$ cat src/rtl/mlp_layer_sequencer_if.sv
// rtl/mlp_layer_sequencer_if.sv - run control and sub-unit handshake bundle for the MLP layer sequencer
interface mlp_layer_sequencer_if #(
  parameter int IDX_BITS = 1
);
  logic                start;
  logic                busy;
  logic                done;
  logic                error;
  logic                error_stage;
  logic [IDX_BITS-1:0] layer_idx;
  logic                dense_start;
  logic                dense_done;
  logic                relu_start;
  logic                relu_done;

  modport master (
    input  start,
    input  dense_done,
    input  relu_done,
    output busy,
    output done,
    output error,
    output error_stage,
    output layer_idx,
    output dense_start,
    output relu_start
  );

  modport slave (
    output start,
    output dense_done,
    output relu_done,
    input  busy,
    input  done,
    input  error,
    input  error_stage,
    input  layer_idx,
    input  dense_start,
    input  relu_start
  );
endinterface

$ cat src/rtl/mlp_layer_sequencer.sv
// rtl/mlp_layer_sequencer.sv - steps dense and relu units through NUM_LAYERS layers per inference
// Moore FSM with a per-wait timeout; the output layer skips relu.
module mlp_layer_sequencer #(
  parameter int NUM_LAYERS     = 2,
  parameter int TIMEOUT_CYCLES = 4096,
  parameter int IDX_BITS       = (NUM_LAYERS > 1) ? $clog2(NUM_LAYERS) : 1
) (
  input logic                   clk,
  input logic                   reset,
  mlp_layer_sequencer_if.master bus
);

  localparam logic [2:0] ST_IDLE        = 3'd0;
  localparam logic [2:0] ST_DENSE_START = 3'd1;
  localparam logic [2:0] ST_DENSE_WAIT  = 3'd2;
  localparam logic [2:0] ST_RELU_START  = 3'd3;
  localparam logic [2:0] ST_RELU_WAIT   = 3'd4;
  localparam logic [2:0] ST_DONE        = 3'd5;
  localparam logic [2:0] ST_ERROR       = 3'd6;

  localparam int                  CNT_BITS   = $clog2(TIMEOUT_CYCLES);
  localparam logic [CNT_BITS-1:0] CNT_LAST   = CNT_BITS'(TIMEOUT_CYCLES - 1);
  localparam logic [IDX_BITS-1:0] LAST_LAYER = IDX_BITS'(NUM_LAYERS - 1);

  logic [2:0]          state;
  logic [IDX_BITS-1:0] layer_q;
  logic [CNT_BITS-1:0] wait_cnt;
  logic                error_q;
  logic                error_stage_q;

  always_ff @(posedge clk) begin
    if (reset) begin
      state         <= ST_IDLE;
      layer_q       <= '0;
      wait_cnt      <= '0;
      error_q       <= 1'b0;
      error_stage_q <= 1'b0;
    end else begin
      case (state)
        ST_IDLE: begin
          if (bus.start) begin
            state   <= ST_DENSE_START;
            layer_q <= '0;
          end
        end
        ST_DENSE_START: begin
          state    <= ST_DENSE_WAIT;
          wait_cnt <= '0;
        end
        ST_DENSE_WAIT: begin
          // a done arriving on the last counted cycle still wins over the timeout
          if (bus.dense_done) begin
            state <= (layer_q != LAST_LAYER) ? ST_RELU_START : ST_DONE;
          end else if (wait_cnt == CNT_LAST) begin
            state         <= ST_ERROR;
            error_q       <= 1'b1;
            error_stage_q <= 1'b0;
          end else begin
            wait_cnt <= wait_cnt + 1'b1;
          end
        end
        ST_RELU_START: begin
          state    <= ST_RELU_WAIT;
          wait_cnt <= '0;
        end
        ST_RELU_WAIT: begin
          if (bus.relu_done) begin
            state   <= ST_DENSE_START;
            layer_q <= layer_q + 1'b1;
          end else if (wait_cnt == CNT_LAST) begin
            state         <= ST_ERROR;
            error_q       <= 1'b1;
            error_stage_q <= 1'b1;
          end else begin
            wait_cnt <= wait_cnt + 1'b1;
          end
        end
        ST_DONE: begin
          state <= ST_IDLE;
        end
        ST_ERROR: begin
          if (bus.start) begin
            state         <= ST_DENSE_START;
            layer_q       <= '0;
            error_q       <= 1'b0;
            error_stage_q <= 1'b0;
          end
        end
        default: begin
          state <= ST_IDLE;
        end
      endcase
    end
  end

  assign bus.busy        = (state != ST_IDLE) && (state != ST_ERROR);
  assign bus.done        = (state == ST_DONE);
  assign bus.dense_start = (state == ST_DENSE_START);
  assign bus.relu_start  = (state == ST_RELU_START);
  assign bus.error       = error_q;
  assign bus.error_stage = error_stage_q;
  assign bus.layer_idx   = layer_q;

endmodule
$ cat src/flat_wrapper.sv
// flat-port wrapper written by rule: the top's interface ports become plain ports
module mlp_layer_sequencer_flat 
#(
  parameter int NUM_LAYERS     = 2,
  parameter int TIMEOUT_CYCLES = 4096,
  parameter int IDX_BITS       = (NUM_LAYERS > 1) ? $clog2(NUM_LAYERS) : 1
)
  (clk, reset, bus_start, bus_dense_done, bus_relu_done, bus_busy, bus_done, bus_error, bus_error_stage, bus_layer_idx, bus_dense_start, bus_relu_start);
  mlp_layer_sequencer_if #(.IDX_BITS(IDX_BITS)) bus_i ();
  input logic clk;
  input logic reset;
  input wire logic [$bits(bus_i.start)-1:0] bus_start;
  input wire logic [$bits(bus_i.dense_done)-1:0] bus_dense_done;
  input wire logic [$bits(bus_i.relu_done)-1:0] bus_relu_done;
  output wire logic [$bits(bus_i.busy)-1:0] bus_busy;
  output wire logic [$bits(bus_i.done)-1:0] bus_done;
  output wire logic [$bits(bus_i.error)-1:0] bus_error;
  output wire logic [$bits(bus_i.error_stage)-1:0] bus_error_stage;
  output wire logic [$bits(bus_i.layer_idx)-1:0] bus_layer_idx;
  output wire logic [$bits(bus_i.dense_start)-1:0] bus_dense_start;
  output wire logic [$bits(bus_i.relu_start)-1:0] bus_relu_start;
  assign bus_i.start = bus_start;
  assign bus_i.dense_done = bus_dense_done;
  assign bus_i.relu_done = bus_relu_done;
  assign bus_busy = bus_i.busy;
  assign bus_done = bus_i.done;
  assign bus_error = bus_i.error;
  assign bus_error_stage = bus_i.error_stage;
  assign bus_layer_idx = bus_i.layer_idx;
  assign bus_dense_start = bus_i.dense_start;
  assign bus_relu_start = bus_i.relu_start;
  mlp_layer_sequencer #(.NUM_LAYERS(NUM_LAYERS), .TIMEOUT_CYCLES(TIMEOUT_CYCLES), .IDX_BITS(IDX_BITS)) u_core (.clk(clk), .reset(reset), .bus(bus_i));
endmodule
$ cat config.mk
export PLATFORM = sky130hd
export DESIGN_NAME = mlp_layer_sequencer_flat
export DESIGN_NICKNAME = d
export VERILOG_FILES = /design/src/rtl/mlp_layer_sequencer_if.sv /design/src/rtl/mlp_layer_sequencer.sv /design/src/flat_wrapper.sv
export SDC_FILE = /design/constraint.sdc
export NUM_CORES = 1
export LEC_CHECK = 0
export CAP_MARGIN = 20
export CORE_MARGIN = 5
export CORE_UTILIZATION = 45
export CTS_CLUSTER_DIAMETER = 60
export DETAILED_ROUTE_END_ITERATION = 6
export PLACE_DENSITY = 0.66
export SKIP_CTS_REPAIR_TIMING = 1
export SLEW_MARGIN = 0
export SYNTH_ARGS = -nofsm -noshare
export SYNTH_HDL_FRONTEND = slang
export SYNTH_SLANG_ARGS = --single-unit
$ cat constraint.sdc
create_clock -name clk -period 2.65 [get_ports clk]
set_clock_uncertainty 0.15 [all_clocks]
set_input_delay 0.795 -clock clk [delete_from_list [all_inputs] [get_ports clk]]
set_output_delay 0.795 -clock clk [all_outputs]
set_load 0.01 [all_outputs]
==> tab_implementation.tex, run 1 <==
\begin{tabular}{lr}
\hline
Metric & Value \\
\hline
\multicolumn{2}{l}{\textbf{Synth}} \\
Synthesized instance count & 127 \\
Post-synthesis average cell area & 8.059 um\^{}2 \\
Cell type with the largest total area after synthesis & sky130\_fd\_sc\_hd\_\_dfxtp\_1 \\
Proportion of netlist area held by the largest area contributor & 35.21\% \\
Top cells by area, synth & sky130\_fd\_sc\_hd\_\_dfxtp\_1 35\%, sky130\_fd\_sc\_hd\_\_nor2\_1 5.9\%, sky130\_fd\_sc\_hd\_\_nand2\_1 5.1\% \\
Flip-flop and latch count after synthesis & 18 \\
Fraction of the yosys area taken by sequential cells & 35.21\% \\
Post-synth top flop & sky130\_fd\_sc\_hd\_\_dfxtp\_1 \\
Share of synthesized registers carrying an async set or reset & 0\% \\
Unique cell type count in the Yosys netlist & 40 \\
Area of the mapped netlist & 1023 um\^{}2 \\
Yosys warning count & 0 \\
Synthesized netlist net count & 133 \\
Number of enable flip-flop cells after synthesis & 0 \\
\multicolumn{2}{l}{\textbf{Power}} \\
Switching Fraction & 24.71\% \\
Overall power of the completed layout & 526.1 uW \\
Switch Pwr & 130.0 uW \\
Peak supply drop & 0.2826 mV \\
Portion of total power attributed to combinational logic & 15.1\% \\
Total leakage power & 0.0004437 uW \\
Power density over cell area & 412.6 nW/um\^{}2 \\
Clock power frac & 31.7\% \\
Sequential share of power & 53.1\% \\
Internal power contribution & 396.1 uW \\
\multicolumn{2}{l}{\textbf{Floorplan}} \\
Area inside the core boundary & 2191 um\^{}2 \\
Full die area & 3328 um\^{}2 \\
Starting utilization of the core area & 46.72\% \\
Die extent in x & 57.69 um \\
Die extent in y & 57.69 um \\
Row count & 17 \\
Boundary pin count & 12 \\
\multicolumn{2}{l}{\textbf{Layout}} \\
Antenna diode instance count & 0 \\
Most frequent cells in the layout & 17 x sky130\_fd\_sc\_hd\_\_dfxtp\_1, 16 x sky130\_fd\_sc\_hd\_\_nor2\_1, 14 x sky130\_fd\_sc\_hd\_\_nand2\_1, 11 x sky130\_fd\_sc\_hd\_\_clkdlybuf4s50\_1, 11 x sky130\_fd\_sc\_hd\_\_buf\_4 \\
Layout Cell Area excl Fill & 1275 um\^{}2 \\
Commonest non-fill, non-tap cell in the layout & sky130\_fd\_sc\_hd\_\_dfxtp\_1 \\
Number of standard cells in the layout, taps in and fillers out & 176 \\
Synthesis-to-layout area growth & 24.57\% \\
Layout fillers & 191 \\
Final Net Count & 155 \\
Proportion of layout cells with a drive suffix above 1 & 16.22\% \\
\multicolumn{2}{l}{\textbf{Timing}} \\
Smallest hold slack & 0.3246 ns \\
Share of the clock period used by the worst path & 95.91\% \\
Slew Limit Headroom & 72.01\% \\
Crit path time final & 2.542 ns \\
Endpoints failing setup & 0 \\
Setup repair after global routing missed its margin & no \\
Actual transition at the worst max-transition pin & 0.4167 ns \\
Hold violation count in the final report & 0 \\
Final number of max-transition violations & 0 \\
F\_max & 393.4 MHz \\
Worst path setup slack after routing & 0.1083 ns \\
\multicolumn{2}{l}{\textbf{Clock network}} \\
Number of buffers created by CTS & 3 \\
Clock tree from TritonCTS & yes \\
Clock-pin slew on the worst setup and hold paths & 0.10 ns \\
Buffer cell driving the clock tree root & sky130\_fd\_sc\_hd\_\_clkbuf\_4 \\
Source-to-sink clock delay at the later pin of the worst-skew pair & 0.29 ns \\
Number of buffers on the longest clock path & 2 \\
Sink Count & 18 \\
Number of H-tree levels & 1 \\
\multicolumn{2}{l}{\textbf{Route}} \\
Routed vias & 995 \\
Wire length after detailed routing & 2181 um \\
Avg WL per Cell & 12.39 um \\
ANT nets after route & 0 \\
First-pass iteration count of the detailed router & 4 \\
DRC violations left & 0 \\
DR vias/cell & 5.653 \\
Number of design-rule violations left by the first detailed-router iteration & 18 \\
\multicolumn{2}{l}{\textbf{GRT}} \\
Met1 capacity usage during global routing & 20.52\% \\
Global-route wire length before repair & 3843 um \\
Peak-usage layer in the global routing report & met2 \\
Antenna violations before repair & 0 \\
Maximum number of pins on one net before global-route repair & 12 \\
Total congestion overflow & 0 \\
Overall global routing resource usage & 14.65\% \\
Met3 demand-to-capacity share in global routing & 3.118\% \\
Global-route track usage on met2 & 21.29\% \\
Vias in the first global route & 900 \\
\multicolumn{2}{l}{\textbf{Worst setup path}} \\
Endpoint of the most critical setup path & bus\_dense\_start \\
Capture instance of the worst register-to-register path & u\_core.wait\_cnt[11] \\
FF-to-FF setup slack & 0.58 ns \\
Launch point of the critical path & u\_core.state[2] \\
Launch point of the worst reg-to-reg path & u\_core.state[1] \\
Worst Setup Start Kind & register \\
Worst Path Class, Setup & register to primary output \\
Number of cell instances on the worst register-to-register path & 6 \\
WP data required & 1.71 ns \\
Data arrival time of the critical path & 1.60 ns \\
Highest fanout seen on the critical path & 7 \\
Type of element capturing the critical path & primary output \\
\multicolumn{2}{l}{\textbf{Flow run}} \\
Number of max-cap violations & 0 \\
\multicolumn{2}{l}{\textbf{Place}} \\
Worst Setup Slack post-DPL & -0.009466 ns \\
Area post-placement & 1206 um\^{}2 \\
Placed Cells & 170 \\
Number of buffer cells added on primary ports & 11 \\
GPL Wtd Cong & 0.7535 \\
HPWL after detailed placement & 1666 um \\
\multicolumn{2}{l}{\textbf{Run status}} \\
Outcome & finished clean \\
\multicolumn{2}{l}{\textbf{Worst hold path}} \\
Worst Min Path Start & u\_core.bus.error \\
Type of the most critical hold path & register to register \\
\hline
\end{tabular}
-- area by class of cell --
cell class,instances,area [um^2],area share (%)
Multi-Input combinational cell,99,626.9,49.17
Inverter,5,22.52,1.766
Clock buffer,4,36.28,2.846
Tap cell,28,35.03,2.748
Timing Repair Buffer,22,192.7,15.11
Sequential cell,18,361.6,28.36
-- worst min path at each step --
stage / endpoint / slack (ns) / depth (start not counted)
2_1_floorplan: u_core.wait_cnt[11] / 0.29 / 2
3_3_place_gp: u_core.bus.error / 0.30 / 2
3_5_place_dp: u_core.bus.error_stage / 0.31 / 2
4_1_cts: u_core.bus.error / 0.33 / 2
5_1_grt: u_core.bus.error / 0.35 / 2
6_report: u_core.bus.error / 0.32 / 2
-- cells by family (layout without fill, tap and decap cells) --
group	count (synthesis)	count (layout)	share of synthesized area (%)
xor+xnor	6	6	5.134
buf+inv	10	31	4.767
flops	18	18	35.21
compound gates	27	27	17.73
simple gates	64	64	34.96
fa+ha+maj	1	1	1.222
mux	1	1	0.9780
-- cell usage after synthesis (2+ instances only) --
library cell               instances
sky130_fd_sc_hd__o211ai_1          2
sky130_fd_sc_hd__nor3_1            6
sky130_fd_sc_hd__o21a_1            2
sky130_fd_sc_hd__nand2_1          14
sky130_fd_sc_hd__nor2_1           16
sky130_fd_sc_hd__xnor2_1           5
sky130_fd_sc_hd__nand3_1           2
sky130_fd_sc_hd__dfxtp_1          18
sky130_fd_sc_hd__inv_1             4
sky130_fd_sc_hd__or3_1             6
sky130_fd_sc_hd__a221oi_1          2
sky130_fd_sc_hd__and2_1            3
sky130_fd_sc_hd__or4_1             2
sky130_fd_sc_hd__clkbuf_1          3
sky130_fd_sc_hd__o31ai_1           2
sky130_fd_sc_hd__or2_2             2
sky130_fd_sc_hd__a21oi_1           7
sky130_fd_sc_hd__o21ai_0           5
sky130_fd_sc_hd__nand2b_1          2
sky130_fd_sc_hd__nand4_1           4
-- worst max-delay path: stages (launching register included) --
cell and delay [ns]:
sky130_fd_sc_hd__dfxtp_2 0.36, sky130_fd_sc_hd__clkinvlp_4 0.14, sky130_fd_sc_hd__nand2_1 0.08, sky130_fd_sc_hd__nor2_1 0.15, sky130_fd_sc_hd__clkdlybuf4s50_1 0.57
-- metal layers --
| layer | routed length (um) | vias to the layer above |
|---|---|---|
| met3 | 80 | 4 |
| met4 | 34 | 0 |
| li1 | - | 498 |
| met5 | 0 | - |
| met1 | 1109 | 473 |
| met2 | 955 | 20 |
-- power groups by stage --
stage          Combinational (uW)  Clock (uW)  Sequential (uW)
6_report                     79.6         167              279
3_5_place_dp                 77.4           0              285
2_1_floorplan                45.5           0              285
3_3_place_gp                 77.2           0              285
5_1_grt                      86.3         187              280
4_1_cts                      77.8         174              279
-- registers in the layout (all words and copies together) (netlist names) --
register	flops
u_core.wait_cnt	12
u_core.state	3
u_core.bus.error	1
u_core.bus.error_stage	1
u_core.bus.layer_idx	1
-- metrics by stage --
stage | utilization [%] | TNS [ns]
final | 58.20 | 0
after global routing | 58.20 | 0
after CTS | 56.71 | 0
after detailed placement | 55.05 | -0.009466
after global placement | 55.05 | 0
after floorplan | - | 0
Power figures use the tool's default switching activity.
==> run 2, diff against run 1 <==
--- a/config.mk
+++ b/config.mk
@@ -5,7 +5,6 @@
 export SDC_FILE = /design/constraint.sdc
 export NUM_CORES = 1
 export LEC_CHECK = 0
-export CAP_MARGIN = 20
 export CORE_MARGIN = 5
 export CORE_UTILIZATION = 45
 export CTS_CLUSTER_DIAMETER = 60
==> results of run 2 <==
Final layout, timing and power as in run 1 (identical DEF).
==> run 3, diff against run 2 <==
--- a/config.mk
+++ b/config.mk
@@ -9,6 +9,7 @@
 export CORE_UTILIZATION = 45
 export CTS_CLUSTER_DIAMETER = 60
 export DETAILED_ROUTE_END_ITERATION = 6
+export GPL_ROUTABILITY_DRIVEN = 0
 export PLACE_DENSITY = 0.66
 export SKIP_CTS_REPAIR_TIMING = 1
 export SLEW_MARGIN = 0
==> results of run 3 <==
Final layout, timing and power as in run 1 (identical DEF).
